==> config.mk <==
export PLATFORM = sky130hd
export DESIGN_NAME = ibex_mprf_noc_tx
export DESIGN_NICKNAME = d
export VERILOG_FILES = /design/src/rtl/ibex_mprf_pkg.sv /design/src/rtl/ibex_mprf_fifo.sv /design/src/rtl/ibex_mprf_noc_tx.sv
export SDC_FILE = /design/constraint.sdc
export NUM_CORES = 1
export LEC_CHECK = 0
export ABC_CLOCK_PERIOD_IN_PS = 9900
export CORE_ASPECT_RATIO = 1.25
export CORE_UTILIZATION = 45
export DETAILED_ROUTE_END_ITERATION = 7
export PLACE_DENSITY_LB_ADDON = 0.3
export SLEW_MARGIN = 20
export SYNTH_ARGS = -nofsm -noshare
export SYNTH_HDL_FRONTEND = slang
export SYNTH_SLANG_ARGS = --single-unit
==> constraint.sdc <==
create_clock -name clk_i -period 9.9 [get_ports clk_i]
set_input_delay 0.99 -clock clk_i [delete_from_list [all_inputs] [get_ports clk_i]]
set_output_delay 0.99 -clock clk_i [all_outputs]
set_load 0.05 [all_outputs]
==> src/rtl/ibex_mprf_pkg.sv <==
// Shared types and constants for the MPRF descriptor transmit path.
package ibex_mprf_pkg;

  localparam int unsigned MprfAddrWidth = 10;
  localparam int unsigned MprfDataWidth = 32;

  typedef enum logic [1:0] {
    IDLE,
    BURST,
    DROP
  } tx_state_e;

  typedef struct packed {
    logic                     head;
    logic                     tail;
    logic [MprfAddrWidth-1:0] addr;
    logic [MprfDataWidth-1:0] data;
  } noc_flit_t;

endpackage

==> src/rtl/ibex_mprf_fifo.sv <==
// Generic synchronous FIFO with wrap-bit pointers; the caller guarantees legal push/pop.
module ibex_mprf_fifo #(
  parameter int unsigned Depth = 8,
  parameter int unsigned Width = 44
) (
  input  logic                     clk_i,
  input  logic                     rst_ni,
  input  logic                     push,
  input  logic [Width-1:0]         wdata,
  input  logic                     pop,
  output logic [Width-1:0]         rdata,
  output logic                     full,
  output logic                     empty,
  output logic [$clog2(Depth):0]   free_cnt
);
  localparam int unsigned PtrW = $clog2(Depth);

  logic [PtrW:0]      wr_ptr_reg, rd_ptr_reg;
  logic [PtrW:0]      used;
  logic [Width-1:0]   mem_reg [Depth];

  always_ff @(posedge clk_i) begin
    if (push) begin
      mem_reg[wr_ptr_reg[PtrW-1:0]] <= wdata;
    end
  end

  always_ff @(posedge clk_i or negedge rst_ni) begin
    if (!rst_ni) begin
      wr_ptr_reg <= '0;
      rd_ptr_reg <= '0;
    end else begin
      if (push) wr_ptr_reg <= wr_ptr_reg + 1'b1;
      if (pop)  rd_ptr_reg <= rd_ptr_reg + 1'b1;
    end
  end

  assign rdata    = mem_reg[rd_ptr_reg[PtrW-1:0]];
  assign used     = wr_ptr_reg - rd_ptr_reg;
  assign free_cnt = (PtrW+1)'(Depth) - used;
  assign empty    = (wr_ptr_reg == rd_ptr_reg);
  assign full     = (wr_ptr_reg[PtrW] != rd_ptr_reg[PtrW]) &&
                    (wr_ptr_reg[PtrW-1:0] == rd_ptr_reg[PtrW-1:0]);

endmodule

==> src/rtl/ibex_mprf_noc_tx.sv <==
// Packetizes the non-stallable descriptor beat stream into head/tail framed NoC flits,
// reserving the last FIFO slot for a forced tail and counting beats that cannot be kept.
module ibex_mprf_noc_tx
  import ibex_mprf_pkg::*;
#(
  parameter int unsigned Depth     = 8,
  parameter int unsigned DataWidth = 32,
  parameter int unsigned AddrWidth = MprfAddrWidth,
  parameter int unsigned MaxBurst  = 16
) (
  input  logic                           clk_i,
  input  logic                           rst_ni,
  input  logic                           desc_en_i,
  input  logic [DataWidth-1:0]           desc_data_i,
  input  logic [AddrWidth-1:0]           desc_addr_i,
  output logic                           noc_valid_o,
  input  logic                           noc_ready_i,
  output logic [DataWidth+AddrWidth+1:0] noc_flit_o,
  output logic                           almost_full_o,
  output logic                           overflow_o,
  output logic [7:0]                     drop_cnt_o,
  input  logic                           clear_i,
  output logic                           busy_o
);
  localparam int unsigned PtrW   = $clog2(Depth);
  localparam int unsigned FlitW  = DataWidth + AddrWidth + 2;
  localparam int unsigned BurstW = $clog2(MaxBurst + 1);

  tx_state_e              state_reg, state_next;
  logic                   stage_valid_reg;
  logic [DataWidth-1:0]   stage_data_reg;
  logic [AddrWidth-1:0]   stage_addr_reg;
  logic [BurstW-1:0]      burst_cnt_reg, burst_cnt_next;
  logic                   overflow_reg;
  logic [7:0]             drop_cnt_reg;

  logic                   fifo_push, fifo_pop, fifo_full, fifo_empty;
  logic [FlitW-1:0]       fifo_wdata, fifo_rdata;
  logic [PtrW:0]          free_cnt;
  logic [PtrW+1:0]        free_eff;
  logic                   head, tail, drop, last_beat;

  assign fifo_pop  = !fifo_empty && noc_ready_i;
  // Reservation sees the slot freed by a same-cycle pop.
  assign free_eff  = {1'b0, free_cnt} + {{(PtrW+1){1'b0}}, fifo_pop};
  assign head      = (burst_cnt_reg == '0);
  assign last_beat = (burst_cnt_reg == BurstW'(MaxBurst - 1));

  always_comb begin
    state_next     = state_reg;
    burst_cnt_next = burst_cnt_reg;
    fifo_push      = 1'b0;
    tail           = 1'b0;
    drop           = 1'b0;
    unique case (state_reg)
      IDLE: begin
        if (desc_en_i) state_next = BURST;
      end
      BURST: begin
        if (stage_valid_reg) begin
          if (free_eff >= (PtrW+2)'(2)) begin
            fifo_push = 1'b1;
            tail      = !desc_en_i || last_beat;
          end else if (free_eff == (PtrW+2)'(1)) begin
            fifo_push = 1'b1;
            tail      = 1'b1;
          end else begin
            drop = 1'b1;
          end
          if (!desc_en_i) begin
            state_next = IDLE;
          end else if (free_eff < (PtrW+2)'(2)) begin
            state_next = DROP;
          end
          burst_cnt_next = (tail || drop) ? '0 : burst_cnt_reg + 1'b1;
        end
      end
      DROP: begin
        if (stage_valid_reg) begin
          drop = 1'b1;
          if (!desc_en_i) state_next = IDLE;
        end
      end
      default: state_next = IDLE;
    endcase
  end

  assign fifo_wdata = {head, tail, stage_addr_reg, stage_data_reg};

  always_ff @(posedge clk_i or negedge rst_ni) begin
    if (!rst_ni) begin
      state_reg       <= IDLE;
      stage_valid_reg <= 1'b0;
      stage_data_reg  <= '0;
      stage_addr_reg  <= '0;
      burst_cnt_reg   <= '0;
      overflow_reg    <= 1'b0;
      drop_cnt_reg    <= '0;
    end else begin
      state_reg       <= state_next;
      burst_cnt_reg   <= burst_cnt_next;
      stage_valid_reg <= desc_en_i;
      if (desc_en_i) begin
        stage_data_reg <= desc_data_i;
        stage_addr_reg <= desc_addr_i;
      end
      if (clear_i) begin
        overflow_reg <= 1'b0;
        drop_cnt_reg <= '0;
      end else if (drop) begin
        overflow_reg <= 1'b1;
        if (drop_cnt_reg != 8'hff) drop_cnt_reg <= drop_cnt_reg + 8'd1;
      end
    end
  end

  ibex_mprf_fifo #(
    .Depth (Depth),
    .Width (FlitW)
  ) u_fifo (
    .clk_i    (clk_i),
    .rst_ni   (rst_ni),
    .push     (fifo_push),
    .wdata    (fifo_wdata),
    .pop      (fifo_pop),
    .rdata    (fifo_rdata),
    .full     (fifo_full),
    .empty    (fifo_empty),
    .free_cnt (free_cnt)
  );

  assign noc_valid_o   = !fifo_empty;
  assign noc_flit_o    = fifo_empty ? '0 : fifo_rdata;
  assign almost_full_o = fifo_full || (free_cnt == (PtrW+1)'(1));
  assign overflow_o    = overflow_reg;
  assign drop_cnt_o    = drop_cnt_reg;
  assign busy_o        = stage_valid_reg || !fifo_empty || (state_reg != IDLE);

endmodule

== Word-level counts from Yosys, hierarchy flattened ==
Memories as Yosys holds them, arrays and structs flattened.
Index checks and enable logic that the tools add are counted.
Operators by class
  $add $sub $neg: 7
  magnitude comparators: 2
  equality and inequality tests: 14
  muxes and demuxes: 32
  reduce and logical (&&, ||, !) cells: 17
Operator list (number)
  $mux 44: 1
  $mux 8: 3
  $mux 1: 19
  $mux 2: 6
  $add 4x1->4 const B: 2
  $add 8x1->8 const B: 1
  $ne 2x2->1 const B: 4
  $ne 8x8->1 const B: 1
  $pmux 2 s3: 1
  $reduce_bool 2->1: 3
  $add 4x1->5: 1
  $add 5x1->5 const B: 1
  $eq 5x1->1 const B: 1
  $eq 5x4->1 const B: 1
  $ge 5x2->1 const B: 1
  $logic_not 5->1: 1
  $logic_or 1x1->1: 5
  $lt 5x2->1 const B: 1
  $mux 5: 1
  $reduce_and 5->1: 1
  $eq 4x1->1 const B: 1
  $eq 4x4->1: 1
  $reduce_and 2->1: 2
  $sub 4x4->4: 1
  other kinds (10): 12
Word-level totals
  flip-flop bits (word level): 67
  bits in writable memories: 352
  output and inout port bits: 56
  word-level logic and storage cells: 82
  memories kept: 1
Memories
  u_fifo.mem_reg: words 8, bits a word 44, rd ports 1, clocked after memory_dff 0, wr ports 1, RTL line ibex_mprf_fifo.sv:20  | logic [Width-1:0] mem_reg [Depth];

== Logic depth before layout (Yosys ltp) ==
  depth after elaboration: 13
  gate-level depth with buffers: 17

== Hierarchy ==
A second synthesis with hierarchy kept.
Second synthesis, totals
  cells, all modules: 819
  area, all modules: 16976.3 µm²
Modules (own cells, without submodules)
  ibex_mprf_fifo: times used 1, cells an instance 562, area each 14048.5 µm²
  ibex_mprf_noc_tx: times used 1, cells an instance 257, area each 2927.8 µm²

== Worst setup path before layout ==
No wires, ideal clock.
  path type: reg-to-reg
  start: register u_fifo.rd_ptr_reg[0]
  end: memory u_fifo.mem_reg[0][0], enable pin
  setup time: 555 ps
  data arrival time: 7570 ps
  data required time: 9345 ps
  slack: 1775 ps
  cell stages (with the launch flop): 16
  path buffers: 4
  period minus slack after synthesis: 8125 ps
  path through: dfrtp_1 > clkbuf_1 > buf_1 > inv_1 > ha_1 > and4_2 > buf_2 > inv_1 > and2_1 > clkbuf_1 > ha_1 > ha_1 > nand2b_1 > o21ai_4 > a31o_2 > nor4_1
Between the ends
  longest elaborated chain between the ends: 11
Ends and longest elaborated chain
  from (decl): RTL line ibex_mprf_fifo.sv:18  | logic [PtrW:0] wr_ptr_reg, rd_ptr_reg;
  from (signal assigned): RTL line ibex_mprf_fifo.sv:34  | if (pop) rd_ptr_reg <= rd_ptr_reg + 1'b1;
  $eq 4x4->1 (*): RTL line ibex_mprf_fifo.sv:41  | assign empty = (wr_ptr_reg == rd_ptr_reg);
  $logic_not 1->1 (*)
  named net noc_valid_o: RTL line ibex_mprf_noc_tx.sv:16  | output logic noc_valid_o,
  $logic_and 1x1->1 (*): RTL line ibex_mprf_noc_tx.sv:43  | assign fifo_pop = !fifo_empty && noc_ready_i;
  named net fifo_pop: RTL line ibex_mprf_noc_tx.sv:37  | logic fifo_push, fifo_pop, fifo_full, fifo_empty;
  $add 4x1->5 (*): RTL line ibex_mprf_noc_tx.sv:45  | assign free_eff = {1'b0, free_cnt} + {{(PtrW+1){1'b0}}, fifo_pop};
  branches (longest 2 deep; another with $ge 5x2->1)
  $mux 1 (*): RTL line ibex_mprf_noc_tx.sv:61  | if (free_eff >= (PtrW+2)'(2)) begin
  $mux 1 (*): RTL line ibex_mprf_noc_tx.sv:60  | if (stage_valid_reg) begin
  $mux 1 (*): RTL line ibex_mprf_noc_tx.sv:55  | unique case (state_reg)
  $mux 1 (*): RTL line ibex_mprf_fifo.sv:23  | if (push) begin
  $mux 1 (implied by the code) (*): RTL line ibex_mprf_fifo.sv:24  | mem_reg[wr_ptr_reg[PtrW-1:0]] <= wdata;
  to (decl): RTL line ibex_mprf_fifo.sv:20
Mark *: on every way through the listed nets, which the timed path passes.

== Worst setup path after layout ==
  start: register u_fifo.rd_ptr_reg[0]
  end: output port noc_flit_o[0]
Between the ends
  longest elaborated chain between the ends: 2
Ends and longest elaborated chain
  $mem_v2 8x44 / $eq 4x4->1 (equally long branches)
  $mux 44 (*): RTL line ibex_mprf_noc_tx.sv:133  | assign noc_flit_o = fifo_empty ? '0 : fifo_rdata;
  to (decl): RTL line ibex_mprf_noc_tx.sv:18  | output logic [DataWidth+AddrWidth+1:0] noc_flit_o,
Mark *: on every way between the ends. The rest lies on a longest branch, timed or not.

==> metrics.md <==
| Metric | Value |
|---|---|
| Fin cells | 1471 |
| Hold crit path type | in -> async |
| Post-synth EDFFs | 352 |
| Sequential area share after synthesis | 0.739 |
| Synth-to-Final Area Change | 18.3% |
| GRT overflow | 0 |
| Cell variety after synth | 53 |
| Hold buffers post-CTS | 0 |
| Fill cells | 2850 |
| Core Footprint | 36300 um^2 |
| Synthesized instance count | 836 |
| Vias in the first global route | 8608 |
| Combinational power share | 0.383 |
| Cts repair resizes | 0 |
| Placed cell count | 1392 |
| Rel. slew slack | 0.312 |
| DR WL/cell | 21.4 um |
| Sequential power share | 0.369 |
| Clock root buffer | clkbuf_16 |
| Switching share of power | 0.368 |
| Critical Path RT | 8910 ps |
| Hold WS | 485 ps |
| Synth Register Bits | 419 |
| Synth async-reset ratio | 0.160 |
| Synth top area share | 0.638 |
| Post-CTS setup buffers | 0 |
| RSZ-0062 raised after global routing | no |
| Worst Path Max Fanout | 35 |
| MaxCap Viol Count | 0 |
| Post-Place Setup Slack | 4930 ps |
| Worst setup SP type | register |
| Worst vdd ir | 219 uV |
| Syn_nets | 899 |
| Clk_lat worst skew | 540 ps |
| Max reg flops | 352 |
| Clock Sinks | 419 |
| Tcrit/Tclk final | 0.536 |
| DP Wirelength | 17.1 mm |
| Clock power frac | 0.247 |
| Setup_tns | 0 ps |
| Synthesized area | 16600 um^2 |
| Fmax | 189 MHz |
| Synth top area cells | edfxtp_1, mux4_2, dfrtp_1 |
| Die Footprint | 37600 um^2 |
| Min cycle time layout | 5300 ps |
| 1st-iter DRT viols | 511 |
| Initial antenna violation count | 1 |
| Core Rows | 78 |
| Switching Power | 2.36 mW |
| CP endpoint kind | output pin |
| DR pass1 iterations | 5 |
| Most common cell in the synthesized netlist | edfxtp_1 |
| Layout Skew | 15.3 ps |
| WP data arrival | 4310 ps |
| DRC | 0 |
| Setup CP Type | reg -> out |
| Avg Cell Area, Syn | 19.8 um^2 |
| Reg area | 12300 um^2 |
| Max Root-Sink Buffers | 3 |
| Nets | 1019 |
| Final total power | 6.41 mW |
| Deepest level of the CTS H-tree | 2 |
| IO Count | 103 |
| CTS buffer count | 42 |
| Vias | 8038 |
| CTS tree | built |
| I/O Buffers | 102 |
| Final Hold Viols | 0 |
| First-pass GRT wire length | 49.5 mm |
| Layout cell share with drive strength beyond 1 | 0.244 |
| Vias/cell | 5.46 |
| Count of pins over their slew limit | 0 |
| Top FF cell, synth | edfxtp_1 |
| Yosys warning count | 0 |
| RD Place Congestion | 0.757 |
| DIE WIDTH | 174 um |
| Multi-input gate area | 4110 um^2 |
| Synth area leader | edfxtp_1 |
| List of most frequent post-synthesis cells | edfxtp_1, mux4_2, dfrtp_1, nor2_1 |
| Post-Route WL | 31.4 mm |
| Total GRT Usage | 0.174 |
| Lkg Pwr | 6.65 nW |
| Post-detailed-route count of antenna-violating nets | 0 |
| Clock transition at path regs | 60 ps |
| Die height | 217 um |
| Largest net degree at the start of global routing | 68 |
| Initial core utilization | 0.457 |
| P_int | 4.06 mW |
| Final worst-path setup slack | 4600 ps |
| Final setup viols | 0 |
| Power per cell area | 327 nW/um^2 |
| Worst slew pin tran | 1030 ps |
| Outcome | complete, no violations |
[worst paths after layout]
kind,start,endpoint,slack [ps],depth (start not counted)
max reg2reg,u_fifo.rd_ptr_reg[2]$_DFFE_PN0P_,u_fifo.mem_reg[6][34]$_DFFE_PP_,5000,12
min reg2reg,burst_cnt_reg[4]$_DFFE_PN0P_,burst_cnt_reg[4]$_DFFE_PN0P_,510,2
max,u_fifo.rd_ptr_reg[0]$_DFFE_PN0P_,noc_flit_o[0],4600,6
max in group asynchronous,rst_ni,u_fifo.rd_ptr_reg[2]$_DFFE_PN0P_,8850,1
min,rst_ni,stage_data_reg[8]$_DFFE_PN0P_,480,1
min in group clk_i,burst_cnt_reg[4]$_DFFE_PN0P_,burst_cnt_reg[4]$_DFFE_PN0P_,510,2
[cell type report]
cell class,instances,share of cell area
timing repair buffer,117,0.0576
antenna,1,0.000128
inverter,22,0.00421
tap,480,0.0306
clock buffer,58,0.0635
multi-input combinational,354,0.210
sequential,419,0.625
clock inverter,20,0.00894
[per-stage QoR]
step	cell area, um^2	util
2_1_floorplan	16600	-
3_3_place_gp	18200	0.501
3_5_place_dp	18200	0.501
4_1_cts	19600	0.540
5_1_grt	19600	0.540
6_report	19600	0.540
[cell families after synthesis]
| group | count (synthesis) | synth area share |
|---|---|---|
| AND/OR/NAND/NOR | 116 | 0.0350 |
| buffers and inverters | 63 | 0.0154 |
| multiplexers | 178 | 0.177 |
| AO/OA/AOI/OAI | 35 | 0.0151 |
| XOR/XNOR | 9 | 0.00566 |
| adder cells (fa/ha/maj) | 16 | 0.0125 |
| flip-flops | 419 | 0.739 |
[per-layer routing]
| metal | GRT usage | vias up | part of all wire |
|---|---|---|---|
| met1 | 0.221 | 4186 | 0.42 |
| met3 | 0.0353 | 45 | 0.051 |
| li1 | - | 3602 | - |
| met5 | 0 | - | 0 |
| met2 | 0.303 | 205 | 0.51 |
| met4 | 0.0515 | 0 | 0.022 |
[worst max-delay path: stages, from the launching register on]
cell and delay [ps]:
dfrtp_4 720, buf_4 650, buf_4 700, mux4_2 600
mux2i_1 210, nor2_1 100, clkdlybuf4s50_1 740
[power by group through the flow]
| stage | registers (mW) | logic (mW) | clock network [mW] |
|---|---|---|---|
| final | 2.37 | 2.46 | 1.59 |
| after CTS | 2.38 | 2.50 | 1.62 |
| after detailed placement | 2.41 | 2.49 | 0 |
| after global placement | 2.40 | 2.49 | 0 |
| after floorplan | 2.26 | 1.88 | 0 |
| after global routing | 2.40 | 2.62 | 1.69 |
[cell usage in the layout, fill, tap and decap left out, types with 8 or more instances in the layout]
| cell type | n |
|---|---|
| a21oi_1 | 8 |
| buf_4 | 15 |
| clkbuf_16 | 45 |
| clkdlybuf4s50_1 | 100 |
| clkinv_2 | 10 |
| dfrtp_1 | 64 |
| edfxtp_1 | 352 |
| ha_1 | 15 |
| inv_1 | 22 |
| mux2_2 | 45 |
| mux2i_1 | 45 |
| mux4_2 | 88 |
| nand2_1 | 14 |
| nand3_1 | 10 |
| nor2_1 | 47 |
Note: power is estimated with default switching activity, not from simulation.
